## src/rtl/ram_arbiter.sv

```systemverilog
// ram_arbiter: two-port arbiter and access sequencer for a single-port
// synchronous RAM. Port 0 is the processor core, port 1 the loader/debug host.
// One access is serviced at a time: IDLE (grant) -> ISSUE -> RESP -> IDLE.
module ram_arbiter #(
  parameter int RAM_BITS      = 8,
  parameter int ADDR_BITS     = 5,
  parameter int PRIORITY_MODE = 0
) (
  input  logic                 i_clk,
  input  logic                 i_rst_n,
  input  logic                 i_p0_req,
  input  logic                 i_p0_we,
  input  logic [ADDR_BITS-1:0] i_p0_addr,
  input  logic [RAM_BITS-1:0]  i_p0_wdata,
  input  logic                 i_p1_req,
  input  logic                 i_p1_we,
  input  logic [ADDR_BITS-1:0] i_p1_addr,
  input  logic [RAM_BITS-1:0]  i_p1_wdata,
  output logic                 o_p0_gnt,
  output logic                 o_p1_gnt,
  output logic                 o_p0_done,
  output logic                 o_p1_done,
  output logic [RAM_BITS-1:0]  o_p0_rdata,
  output logic [RAM_BITS-1:0]  o_p1_rdata,
  output logic [RAM_BITS-1:0]  o_ram_data_in,
  output logic [ADDR_BITS-1:0] o_ram_addr,
  output logic                 o_ram_write,
  input  logic [RAM_BITS-1:0]  i_ram_data_out
);

  typedef enum logic [1:0] {
    S_IDLE  = 2'd0,
    S_ISSUE = 2'd1,
    S_RESP  = 2'd2
  } state_t;

  state_t               r_state;
  state_t               w_next_state;
  logic                 r_last;
  logic                 r_owner;
  logic                 r_is_write;
  logic                 r_ram_write;
  logic [ADDR_BITS-1:0] r_ram_addr;
  logic [RAM_BITS-1:0]  r_ram_data_in;
  logic                 r_p0_done;
  logic                 r_p1_done;
  logic [RAM_BITS-1:0]  r_p0_rdata;
  logic [RAM_BITS-1:0]  r_p1_rdata;
  logic                 w_any_req;
  logic                 w_win1;
  logic                 w_grant;
  logic                 w_win_we;
  logic [ADDR_BITS-1:0] w_win_addr;
  logic [RAM_BITS-1:0]  w_win_wdata;

  // Pick the winning port; on a tie round-robin favours the port not granted last
  always_comb begin
    w_any_req = i_p0_req | i_p1_req;
    if (i_p0_req && i_p1_req) begin
      w_win1 = (PRIORITY_MODE == 0) ? ~r_last : 1'b0;
    end else begin
      w_win1 = i_p1_req;
    end
    w_grant     = (r_state == S_IDLE) && w_any_req && i_rst_n;
    w_win_we    = w_win1 ? i_p1_we    : i_p0_we;
    w_win_addr  = w_win1 ? i_p1_addr  : i_p0_addr;
    w_win_wdata = w_win1 ? i_p1_wdata : i_p0_wdata;
  end

  // State register; reset abandons any access in flight
  always_ff @(posedge i_clk or negedge i_rst_n) begin
    if (!i_rst_n) begin
      r_state <= S_IDLE;
    end else begin
      r_state <= w_next_state;
    end
  end

  // Next-state logic: a granted access always runs ISSUE then RESP
  always_comb begin
    w_next_state = r_state;
    case (r_state)
      S_IDLE:  if (w_grant) w_next_state = S_ISSUE;
      S_ISSUE: w_next_state = S_RESP;
      S_RESP:  w_next_state = S_IDLE;
      default: w_next_state = S_IDLE;
    endcase
  end

  // Grant outputs are combinational and only ever raised in IDLE
  always_comb begin
    o_p0_gnt = w_grant & ~w_win1;
    o_p1_gnt = w_grant &  w_win1;
  end

  // Capture the winner's request into the RAM drive registers and drop the write after ISSUE
  always_ff @(posedge i_clk or negedge i_rst_n) begin
    if (!i_rst_n) begin
      r_ram_write   <= 1'b0;
      r_ram_addr    <= '0;
      r_ram_data_in <= '0;
      r_owner       <= 1'b0;
      r_is_write    <= 1'b0;
      r_last        <= 1'b1;
    end else begin
      if (w_grant) begin
        r_ram_write   <= w_win_we;
        r_ram_addr    <= w_win_addr;
        r_ram_data_in <= w_win_wdata;
        r_owner       <= w_win1;
        r_is_write    <= w_win_we;
        r_last        <= w_win1;
      end else if (r_state == S_ISSUE) begin
        r_ram_write   <= 1'b0;
      end
    end
  end

  // Return read data and a one-cycle completion pulse to the owning port only
  always_ff @(posedge i_clk or negedge i_rst_n) begin
    if (!i_rst_n) begin
      r_p0_done  <= 1'b0;
      r_p1_done  <= 1'b0;
      r_p0_rdata <= '0;
      r_p1_rdata <= '0;
    end else begin
      r_p0_done <= 1'b0;
      r_p1_done <= 1'b0;
      if (r_state == S_RESP) begin
        if (r_owner) begin
          r_p1_done <= 1'b1;
          if (!r_is_write) r_p1_rdata <= i_ram_data_out;
        end else begin
          r_p0_done <= 1'b1;
          if (!r_is_write) r_p0_rdata <= i_ram_data_out;
        end
      end
    end
  end

  assign o_p0_done     = r_p0_done;
  assign o_p1_done     = r_p1_done;
  assign o_p0_rdata    = r_p0_rdata;
  assign o_p1_rdata    = r_p1_rdata;
  assign o_ram_write   = r_ram_write;
  assign o_ram_addr    = r_ram_addr;
  assign o_ram_data_in = r_ram_data_in;

endmodule

```

## config.mk

```make
export PLATFORM = sky130hd
export DESIGN_NAME = ram_arbiter
export DESIGN_NICKNAME = d
export VERILOG_FILES = /design/src/rtl/ram_arbiter.sv
export SDC_FILE = /design/constraint.sdc
export NUM_CORES = 1
export LEC_CHECK = 0
export BUFFER_PORTS_ARGS = -buffer_cell sky130_fd_sc_hd__buf_2
export CORE_MARGIN = 2
export CORE_UTILIZATION = 35
export DETAILED_ROUTE_END_ITERATION = 10
export RECOVER_POWER = 100
export SLEW_MARGIN = 20
export SYNTH_ARGS = -nofsm -noshare
export SYNTH_HDL_FRONTEND = slang
export SYNTH_SLANG_ARGS = --single-unit
```

## constraint.sdc

```tcl
create_clock -name i_clk -period 3.05 [get_ports i_clk]
set_input_delay 0.1525 -clock i_clk [delete_from_list [all_inputs] [get_ports i_clk]]
set_output_delay 0.1525 -clock i_clk [all_outputs]
set_load 0.005 [all_outputs]
```

# --- Word-level counts from Yosys, hierarchy flattened ---
# Index checks and enable logic that the tools add are counted.
classes:
  bitwise: 7
  reduce_logical: 7
  muxes: 12
  n_eq_ne: 3
op_table:
  columns: ["op", "n"]
  rows:
  - ["$mux 1", 8]
  - ["$mux 8", 1]
  - ["$reduce_and 3->1", 2]
  - ["$mux 5", 1]
  - ["$not 1->1", 4]
  - ["$pmux 2 s2", 1]
  - ["$logic_and 1x1->1", 3]
  - ["$and 1x1->1", 2]
  - ["$eq 2x1->1 const B", 1]
  - ["$eq 2x2->1 const B", 1]
  - ["$logic_not 2->1", 1]
  - ["$mux 2", 1]
  - ["$ne 2x2->1 const B", 1]
  - ["$reduce_bool 2->1", 1]
  - ["$or 1x1->1", 1]
totals:
  inputBits: 40
  out_inout_bits: 34
  wordCells: 40
  regBits: 37

# --- Longest topological paths before layout ---
# Gate-level depths: netlist of run 1.
logic_depth:
  ltp_word: 5
  depth_mapped: 5
  ltp_nobuf: 3

# --- Worst setup path before layout of run 1 ---
# OpenSTA, ideal clock, no wires.
synth_path:
  path_kind: "register to register"
  startpoint: "reg r_state[0]"
  endpoint: "reg r_ram_addr[0], in the netlist o_ram_addr[0]"
  slack_ps: 1380
  arrival_time_ps: 1543
  period_less_slack_ps: 1670
  stages_incl_launch_ff: 6
  path_cell_list: "dfrtp_1 -> or3b_1 -> buf_6 -> o21bai_4 -> buf_6 -> a221o_2"
synth_between:
  elab_chain_cells: 3
synth_lines:
  columns: ["element", "line_no", "source"]
  rows:
  - ["start, declared", "37", "state_t r_state;"]
  - ["start signal, assigned", "75", "r_state <= w_next_state;"]
  - ["$logic_not 2->1", "64", "w_grant = (r_state == S_IDLE) && w_any_req && i_rst_n;"]
  - ["$logic_and 1x1->1 (2 in a row)", "64", null]
  - ["end signal, assigned", "108", "r_ram_addr <= w_win_addr;"]
  - ["end, declared", "43", "logic [ADDR_BITS-1:0] r_ram_addr;"]
# Every way passes these cells.
# A chain may end at the register's enable or synchronous reset.

# --- Worst setup path after layout of run 1 ---
layout_path:
  startpoint: "in i_rst_n"
  endpoint: "out o_p1_gnt"
layout_between:
  elab_chain_cells: 2
layout_lines:
  columns: ["element", "line_no", "source"]
  rows:
  - ["start, declared", "10", "input logic i_rst_n,"]
  - ["$logic_and 1x1->1", "64", null]
  - ["$and 1x1->1", "93", "o_p1_gnt = w_grant & w_win1;"]
  - ["end, declared", "20", "output logic o_p1_gnt,"]
# Every way passes these cells.

==> impl_summary.txt, run 1 <==
----------------------------------------------------
[CTS]
  Total CTS buffers ... 5
  Clock transition at the registers of the reported paths ... 70 ps
  CTS sink count ... 37
  CTS tree ... yes
  Max H-tree Level ... 2
  CTS Buffer Depth ... 2
  Clock tree root driver cell ... sky130_fd_sc_hd__clkbuf_8
  Post-CTS Repair Setup Buffers ... 0
  Clock insertion delay at the later pin of the skew report ... 280 ps

[Floorplanning]
  Placement Rows ... 24
  Effective utilization at floorplan ... 0.363
  Horizontal extent of the die ... 71.2 um
  Total I/O pin count ... 74
  Overall die height ... 71.2 um
  Core box area ... 0.00435 mm^2
  Die Area ... 0.00507 mm^2

[Drt]
  DR pass1 iterations ... 5
  Overall via count from detail_route ... 1260
  Violation count after the first detailed-route iteration ... 52
  DRC viols ... 0
  Count of antenna-violating nets left after detailed routing ... 0
  Post-DR wirelength/cell ... 14.5 um
  Routed via count divided by cell count ... 5.06
  Routed Wire Length ... 3.60 mm

[Timing]
  Post-Route Skew ... 11.3 ps
  Slew at the pin closest to its max-slew limit ... 1240 ps
  Count of final hold-check violations ... 0
  Highest attainable clock frequency ... 0.387 GHz
  Final period util ... 0.848
  Number of setup violations in the final report ... 0
  Count of final max-slew check failures ... 0
  Max-Slew Margin vs Limit ... 0.173
  Minimum clock period after layout ... 2590 ps
  Setup repair after global routing missed its margin ... no
  Setup TNS Final ... 0 ps

[Min path]
  Tightest Hold Check Type ... input port to register

[Power]
  Leakage power of the design ... 1.01 nW
  Power density over the cells ... 793 mW/mm^2
  Worst ir drop on vdd ... 231 uV
  Final total power ... 1.64 mW

[Synthesis]
  Most common cell in the netlist ... sky130_fd_sc_hd__dfrtp_1
  Number of synthesized flops with an enable pin ... 0
  Mapped Nets ... 161
  Synth unique cells ... 21
  Area share of the leading cell type in the synthesized netlist ... 0.570
  Yosys top cell by area ... sky130_fd_sc_hd__dfrtp_1
  Number of storage elements in the synthesis netlist ... 37
  Largest cells by area after synthesis ... sky130_fd_sc_hd__dfrtp_1, sky130_fd_sc_hd__mux2_2, sky130_fd_sc_hd__a221o_1
  Synthesized instance count ... 121
  Most used DFF post-synth ... sky130_fd_sc_hd__dfrtp_1
  Async set-reset flop share out of synthesis ... 1.00
  Synth warnings ... 0
  Most frequent cells after synthesis ... sky130_fd_sc_hd__dfrtp_1, sky130_fd_sc_hd__mux2_2, sky130_fd_sc_hd__nand2_1, sky130_fd_sc_hd__nor3_1, sky130_fd_sc_hd__a221o_1
  Post-Syn Area ... 0.00158 mm^2
  Sequential fraction of the synthesis area ... 0.587
  Average footprint of a synthesized cell ... 13.1 um^2

[Cells and area]
  Number of nets in the finished design ... 236
  Utilization of the core after routing ... 0.474
  Design Area, Final ... 0.00207 mm^2
  Share of cells above drive strength 1 ... 0.492
  N_diodes ... 0
  Layout-stage area growth over the synthesis result ... 30.7%

[GRT]
  Via count of the first global-routing pass ... 1322
  Number of antenna violations at the first check in global routing ... 0
  Maximum number of pins on one net before global-route repair ... 39
  Remaining global-route overflow ... 0
  All-layer global routing usage ... 0.154
  First-pass GRT wire length ... 6.00 mm

[Place]
  Global placement routability congestion ... 0.702
  Number of buffer cells added on primary ports ... 73
  Placement Cell Area ... 0.00197 mm^2
  Post-detailed-placement half-perimeter wirelength ... 2.60 mm

[Critical path]
  Maximum fanout count along the critical path ... 18
  WS Path Type ... input port to primary output
  WP data arrival ... 2430 ps
  Endpoint kind of the worst setup timing path ... primary output
  Cells along the critical path ... dlygate4sd3_1 > clkbuf_1 > or3b_1 > a211oi_4 > buf_2
  Critical Path RT ... 2900 ps
  Top Family by Delay on Critical Path ... buffers and inverters
  Critical path buffer and inverter count ... 3
  Slowest cell on the critical path ... sky130_fd_sc_hd__a211oi_4
  Setup crit start kind ... input port
  Peak per-stage delay on the critical path ... 760 ps

[Outcome]
  Status ... finished, final reports clean

[Job]
  Max-capacitance violation count ... 0

----------------------------------------------------
## final timing paths
path | start | endpoint | slack (ps) | cells past startpoint
setup / recovery | i_rst_n | o_p1_gnt | 460 | 5
hold / removal | i_p1_addr[0] | o_ram_addr[0] | 100 | 2
setup reg to reg | r_state[0] | o_ram_addr[1] | 830 | 3
hold reg to reg | r_state[1] | r_state[1] | 470 | 1
max in group asynchronous | i_rst_n | r_last | 2200 | 3
min in group asynchronous | i_rst_n | o_ram_write | 500 | 3
## cell families after synthesis
logic type	count (synthesis)	share of synthesized area
flops	37	0.587
simple gates	37	0.117
compound gates	21	0.144
mux	16	0.114
buf+inv	10	0.0380
## per-stage QoR
step                worst slack [ps]  hold slack [ps]  std cells
detailed placement               869              238        240
global placement                 935              235        240
finish                           463             97.9        249
global route                     306             73.7        249
CTS                              478             82.3        249
floorplan                       1380             -143        121
## power breakdown
| group | total, mW | leakage, nW | internal (mW) | switching [mW] |
|---|---|---|---|---|
| Sequential | 0.761 | 0.456 | 0.664 | 0.0962 |
| Clock | 0.438 | 0.0574 | 0.266 | 0.172 |
| Combinational | 0.440 | 0.501 | 0.256 | 0.184 |
| Total | 1.64 | 1.01 | 1.19 | 0.452 |
## state kept, by name, summed over array words and instances, names as in the netlist, 2 cells and up
name,flops
o_p0_rdata,8
o_p1_rdata,8
o_ram_addr,5
o_ram_data_in,8
r_state,2
## routing by layer
metal,track usage,vias to the layer above,wire length (um)
li1,-,591,-
met1,0.193,594,1570
met2,0.241,73,1690
met3,0.0655,2,338
met4,0.0482,0,6
met5,0,-,0
## final cells by class
class                      instances  area (um^2)
tap                               52         65.1
timing repair buffer              75          370
fill                             424         2290
clock buffer                       6         82.6
inverter                           3         11.3
sequential                        37          927
clock inverter                     2         37.5
multi-input combinational         74          572
## what timing repair did
item	CTS	global route
endpoints found under the setup margin	0	0
hold buffers	1	0
hold endpoints to repair	36	0
resized for setup	0	0
## layout by cell type, fill, tap and decap left out, drive strengths merged
cell type,synthesis,layout
a211oi,1,1
o21bai,2,2
mux2,16,16
a21o,2,2
o21a,1,1
a221o,15,15
dfstp,1,1
nor3b,1,1
nor2b,2,2
nand2b,1,1
buf,3,63
bufinv,0,1
dlygate4sd3,0,1
clkinvlp,0,1
nor3,16,16
nand2,14,14
nor2,2,2
or3b,1,1
inv,3,3
clkbuf,4,17
dfrtp,36,36
No activity file was read; power rests on OpenSTA's default activity.
==> run 2, diff against run 1 <==
ABC_AREA = 1   (was unset)
clock period = 2.11 ns   (was 3.05 ns; I/O delays follow)
==> run 2 against run 1 <==
Compared with the run above: non-clock buffer count grew 1; sequential share of layout area shrank 1.4 points; combinational power grew 38%; register-to-register slack lost 100 ps; total power grew 35%; clock-buffer cell count grew 1; flip-flop and latch count is the same; setup slack lost 120 ps; die area grew 8.0%; hold slack lost 25 ps; via count grew 18%; utilization shrank 2.3 points; critical path type is now register to primary output; critical endpoint unchanged; largest power group unchanged.
==> impl_summary.txt, run 2 <==
----------------------------------------------------
[Drt]
  Count of antenna-violating nets left after detailed routing ... 0 (unchanged)
  DRC viols ... 0 (unchanged)
  Violation count after the first detailed-route iteration ... 59 (was 52)
  Routed via count divided by cell count ... 4.33 (was 5.06)
  Overall via count from detail_route ... 1481 (was 1260)
  Post-DR wirelength/cell ... 11.1 um (was 14.5 um)
  DR pass1 iterations ... 4 (was 5)
  Routed Wire Length ... 3.80 mm (was 3.60 mm)

[Critical path]
  Reg-to-reg startpoint ... r_last (was r_state[0])
  Maximum fanout count along the critical path ... 15 (was 18)
  WP data arrival ... 1660 ps (was 2430 ps)
  Destination of the worst register-to-register timing path ... r_owner (was o_ram_addr[1])
  R2R setup slack ... 730 ps (was 830 ps)
  Length in cells of the worst reg-to-reg path ... 6 (was 3)
  Critical Path RT ... 2000 ps (was 2900 ps)
  Endpoint kind of the worst setup timing path ... primary output (unchanged)
  WS Path Type ... register to primary output (was input port to primary output)
  Setup crit start kind ... register (was input port)

[Cells and area]
  Most common cell after layout, fill and taps aside ... sky130_fd_sc_hd__nand2_1 (was sky130_fd_sc_hd__buf_2)
  N_diodes ... 0 (unchanged)
  Design Area, Final ... 0.00213 mm^2 (was 0.00207 mm^2)
  Layout-stage area growth over the synthesis result ... 24.3% (was 30.7%)
  Number of nets in the finished design ... 314 (was 236)
  Fill cell count ... 530 (was 424)
  Share of cells above drive strength 1 ... 0.255 (was 0.492)
  Flip-flop and latch area ... 927 um^2 (unchanged)
  Area used by multi-input combinational logic ... 592 um^2 (was 572 um^2)
  Most frequent cells in the layout ... sky130_fd_sc_hd__nand2_1, sky130_fd_sc_hd__buf_2, sky130_fd_sc_hd__dfrtp_1 (was sky130_fd_sc_hd__buf_2, sky130_fd_sc_hd__dfrtp_1, sky130_fd_sc_hd__nor3_1, sky130_fd_sc_hd__mux2_2, sky130_fd_sc_hd__nand2_1)

[Place]
  Placement Cell Area ... 0.00211 mm^2 (was 0.00197 mm^2)
  Post-detailed-placement half-perimeter wirelength ... 2.80 mm (was 2.60 mm)
  Number of buffer cells added on primary ports ... 73 (unchanged)
  Pre-CTS WS ... 653 ps (was 869 ps)
  Global placement routability congestion ... 0.765 (was 0.702)

[Outcome]
  Status ... finished, final reports clean (unchanged)

[Timing]
  Setup TNS Final ... 0 ps (unchanged)
  Max-Slew Margin vs Limit ... 0.406 (was 0.173)
  Minimum hold slack ... 72.7 ps (was 97.9 ps)
  Number of setup violations in the final report ... 0 (unchanged)
  Post-Route Skew ... 3.79 ps (was 11.3 ps)
  Count of final hold-check violations ... 0 (unchanged)
  Slew at the pin closest to its max-slew limit ... 890 ps (was 1240 ps)
  Setup repair after global routing missed its margin ... no (unchanged)
  Final period util ... 0.839
  Highest attainable clock frequency ... 0.565 GHz
  Final setup slack of the worst path ... 340 ps (was 463 ps)
  Count of final max-slew check failures ... 0 (unchanged)
  Minimum clock period after layout ... 1770 ps

[Synthesis]
  Async set-reset flop share out of synthesis ... 1.00 (unchanged)
  Most used DFF post-synth ... sky130_fd_sc_hd__dfrtp_1 (unchanged)
  Number of storage elements in the synthesis netlist ... 37 (unchanged)
  Most common cell in the netlist ... sky130_fd_sc_hd__nand2_1 (was sky130_fd_sc_hd__dfrtp_1)
  Largest cells by area after synthesis ... sky130_fd_sc_hd__dfrtp_1, sky130_fd_sc_hd__nand2_1, sky130_fd_sc_hd__o21ai_2 (was sky130_fd_sc_hd__dfrtp_1, sky130_fd_sc_hd__mux2_2, sky130_fd_sc_hd__a221o_1)
  Synthesized instance count ... 199 (was 121)
  Number of synthesized flops with an enable pin ... 0 (unchanged)
  Synth unique cells ... 16 (was 21)
  Mapped Nets ... 239 (was 161)
  Synth warnings ... 0 (unchanged)
  Most frequent cells after synthesis ... sky130_fd_sc_hd__nand2_1, sky130_fd_sc_hd__dfrtp_1, sky130_fd_sc_hd__o21ai_2, sky130_fd_sc_hd__nand3_1, sky130_fd_sc_hd__inv_1 (was sky130_fd_sc_hd__dfrtp_1, sky130_fd_sc_hd__mux2_2, sky130_fd_sc_hd__nand2_1, sky130_fd_sc_hd__nor3_1, sky130_fd_sc_hd__a221o_1)
  Sequential fraction of the synthesis area ... 0.541 (was 0.587)
  Average footprint of a synthesized cell ... 8.61 um^2 (was 13.1 um^2)
  Post-Syn Area ... 0.00171 mm^2 (was 0.00158 mm^2)
  Yosys top cell by area ... sky130_fd_sc_hd__dfrtp_1 (unchanged)
  Area share of the leading cell type in the synthesized netlist ... 0.526 (was 0.570)

[Power]
  Power density over the cells ... 1040 mW/mm^2 (was 793 mW/mm^2)
  Leakage power of the design ... 1.22 nW (was 1.01 nW)
  Worst ir drop on vdd ... 438 uV (was 231 uV)

[Min path]
  Hold Crit Start ... i_ram_data_out[7] (was i_p1_addr[0])
  Tightest Hold Check Type ... input port to register (unchanged)
  Worst Hold Endpoint ... o_p0_rdata[7] (was o_ram_addr[0])
  Hold depth ... 3 (was 2)

[GRT]
  All-layer global routing usage ... 0.156 (was 0.154)
  Maximum number of pins on one net before global-route repair ... 38 (was 39)
  Via count of the first global-routing pass ... 1445 (was 1322)
  Remaining global-route overflow ... 0 (unchanged)
  Number of antenna violations at the first check in global routing ... 0 (unchanged)
  First-pass GRT wire length ... 6.44 mm (was 6.00 mm)

[CTS]
  CTS Buffer Depth ... 2 (unchanged)
  Total CTS buffers ... 5 (unchanged)
  Clock tree root driver cell ... sky130_fd_sc_hd__clkbuf_8 (unchanged)
  Clock insertion delay at the later pin of the skew report ... 290 ps (was 280 ps)
  Clock transition at the registers of the reported paths ... 70 ps (about the same)
  CTS sink count ... 37 (unchanged)
  CTS tree ... yes (unchanged)
  Max H-tree Level ... 2 (unchanged)

[Floorplanning]
  Horizontal extent of the die ... 74.0 um (was 71.2 um)
  Die Area ... 0.00547 mm^2 (was 0.00507 mm^2)
  Core box area ... 0.00472 mm^2 (was 0.00435 mm^2)
  Total I/O pin count ... 74 (unchanged)
  Overall die height ... 74.0 um (was 71.2 um)
  Effective utilization at floorplan ... 0.363 (about the same)
  Placement Rows ... 25 (was 24)

[Job]
  Max-capacitance violation count ... 0 (unchanged)

----------------------------------------------------
run 2: changes by cell type after synthesis, moves of 8 or more:
cell / previous run / this run
sky130_fd_sc_hd__a221o_1: 8 / 0
sky130_fd_sc_hd__nor3_1: 14 / 0
sky130_fd_sc_hd__o21ai_2: 0 / 16
sky130_fd_sc_hd__nand3_1: 0 / 15
sky130_fd_sc_hd__nand2_1: 14 / 94
sky130_fd_sc_hd__inv_1: 3 / 14
sky130_fd_sc_hd__mux2_2: 16 / 0
run 2: layout make-up:
type / count / share of cell area
Sequential cell: 37 / 0.435
Multi-Input combinational cell: 137 / 0.278
Timing Repair Buffer: 76 / 0.169
Clock buffer: 7 / 0.0452
Tap cell: 67 / 0.0393
Inverter: 17 / 0.0311
Clock inverter: 1 / 0.00235
run 2: kinds of logic (layout without fill, tap and decap cells):
group / Yosys count / in the layout / synth area share
simple gates: 121 / 121 / 0.301
compound gates: 16 / 16 / 0.0817
buf+inv: 25 / 101 / 0.0759
flops: 37 / 37 / 0.541
run 2: worst max-delay path: stages (launching register included):
cell,delay [ps]
sky130_fd_sc_hd__dfstp_2,530
sky130_fd_sc_hd__nand2_1,50
sky130_fd_sc_hd__buf_4,180
sky130_fd_sc_hd__nand2_2,230
sky130_fd_sc_hd__inv_1,90
sky130_fd_sc_hd__nand2_1,130
sky130_fd_sc_hd__inv_1,50
sky130_fd_sc_hd__buf_2,120
run 2: worst max-delay path by stage:
stage                     slack, ps    from  cells past startpoint       end
after global placement          670  r_last                      7  o_p1_gnt
final                           340  r_last                      7  o_p1_gnt
after CTS                       330  r_last                      7  o_p1_gnt
after floorplan                 930  r_last                      6   r_owner
after global routing            230  r_last                      7  o_p1_gnt
after detailed placement        650  r_last                      7  o_p1_gnt
run 2: layer usage:
| layer | share of wire | vias to the layer above | routed length [um] | global-route usage |
|---|---|---|---|---|
| li1 | - | 765 | - | - |
| met5 | 0 | - | 0 | 0 |
| met1 | 0.46 | 674 | 1730 | 0.197 |
| met4 | 0.022 | 0 | 82 | 0.0667 |
| met2 | 0.47 | 35 | 1800 | 0.252 |
| met3 | 0.048 | 7 | 184 | 0.0447 |
run 2: repair_timing:
action / in CTS / in global routing
hold endpoints to repair: 36 / 0
endpoints found under the setup margin: 0 / 0
hold buffers: 1 / 0
setup buffers: 0 / 0
resized for setup: 0 / 0
run 2: power by group:
| group | internal, mW | switching [mW] |
|---|---|---|
| Combinational | 0.270 | 0.337 |
| Sequential | 0.950 | 0.127 |
| Clock | 0.295 | 0.239 |
| Total | 1.51 | 0.703 |
run 2: per-stage QoR:
stage,power (mW),util,cells
final,2.22,0.451,342
after global routing,2.42,0.451,342
after CTS,2.37,0.471,342
after detailed placement,1.82,0.448,333
after global placement,1.80,0.448,333
after floorplan,1.49,-,199
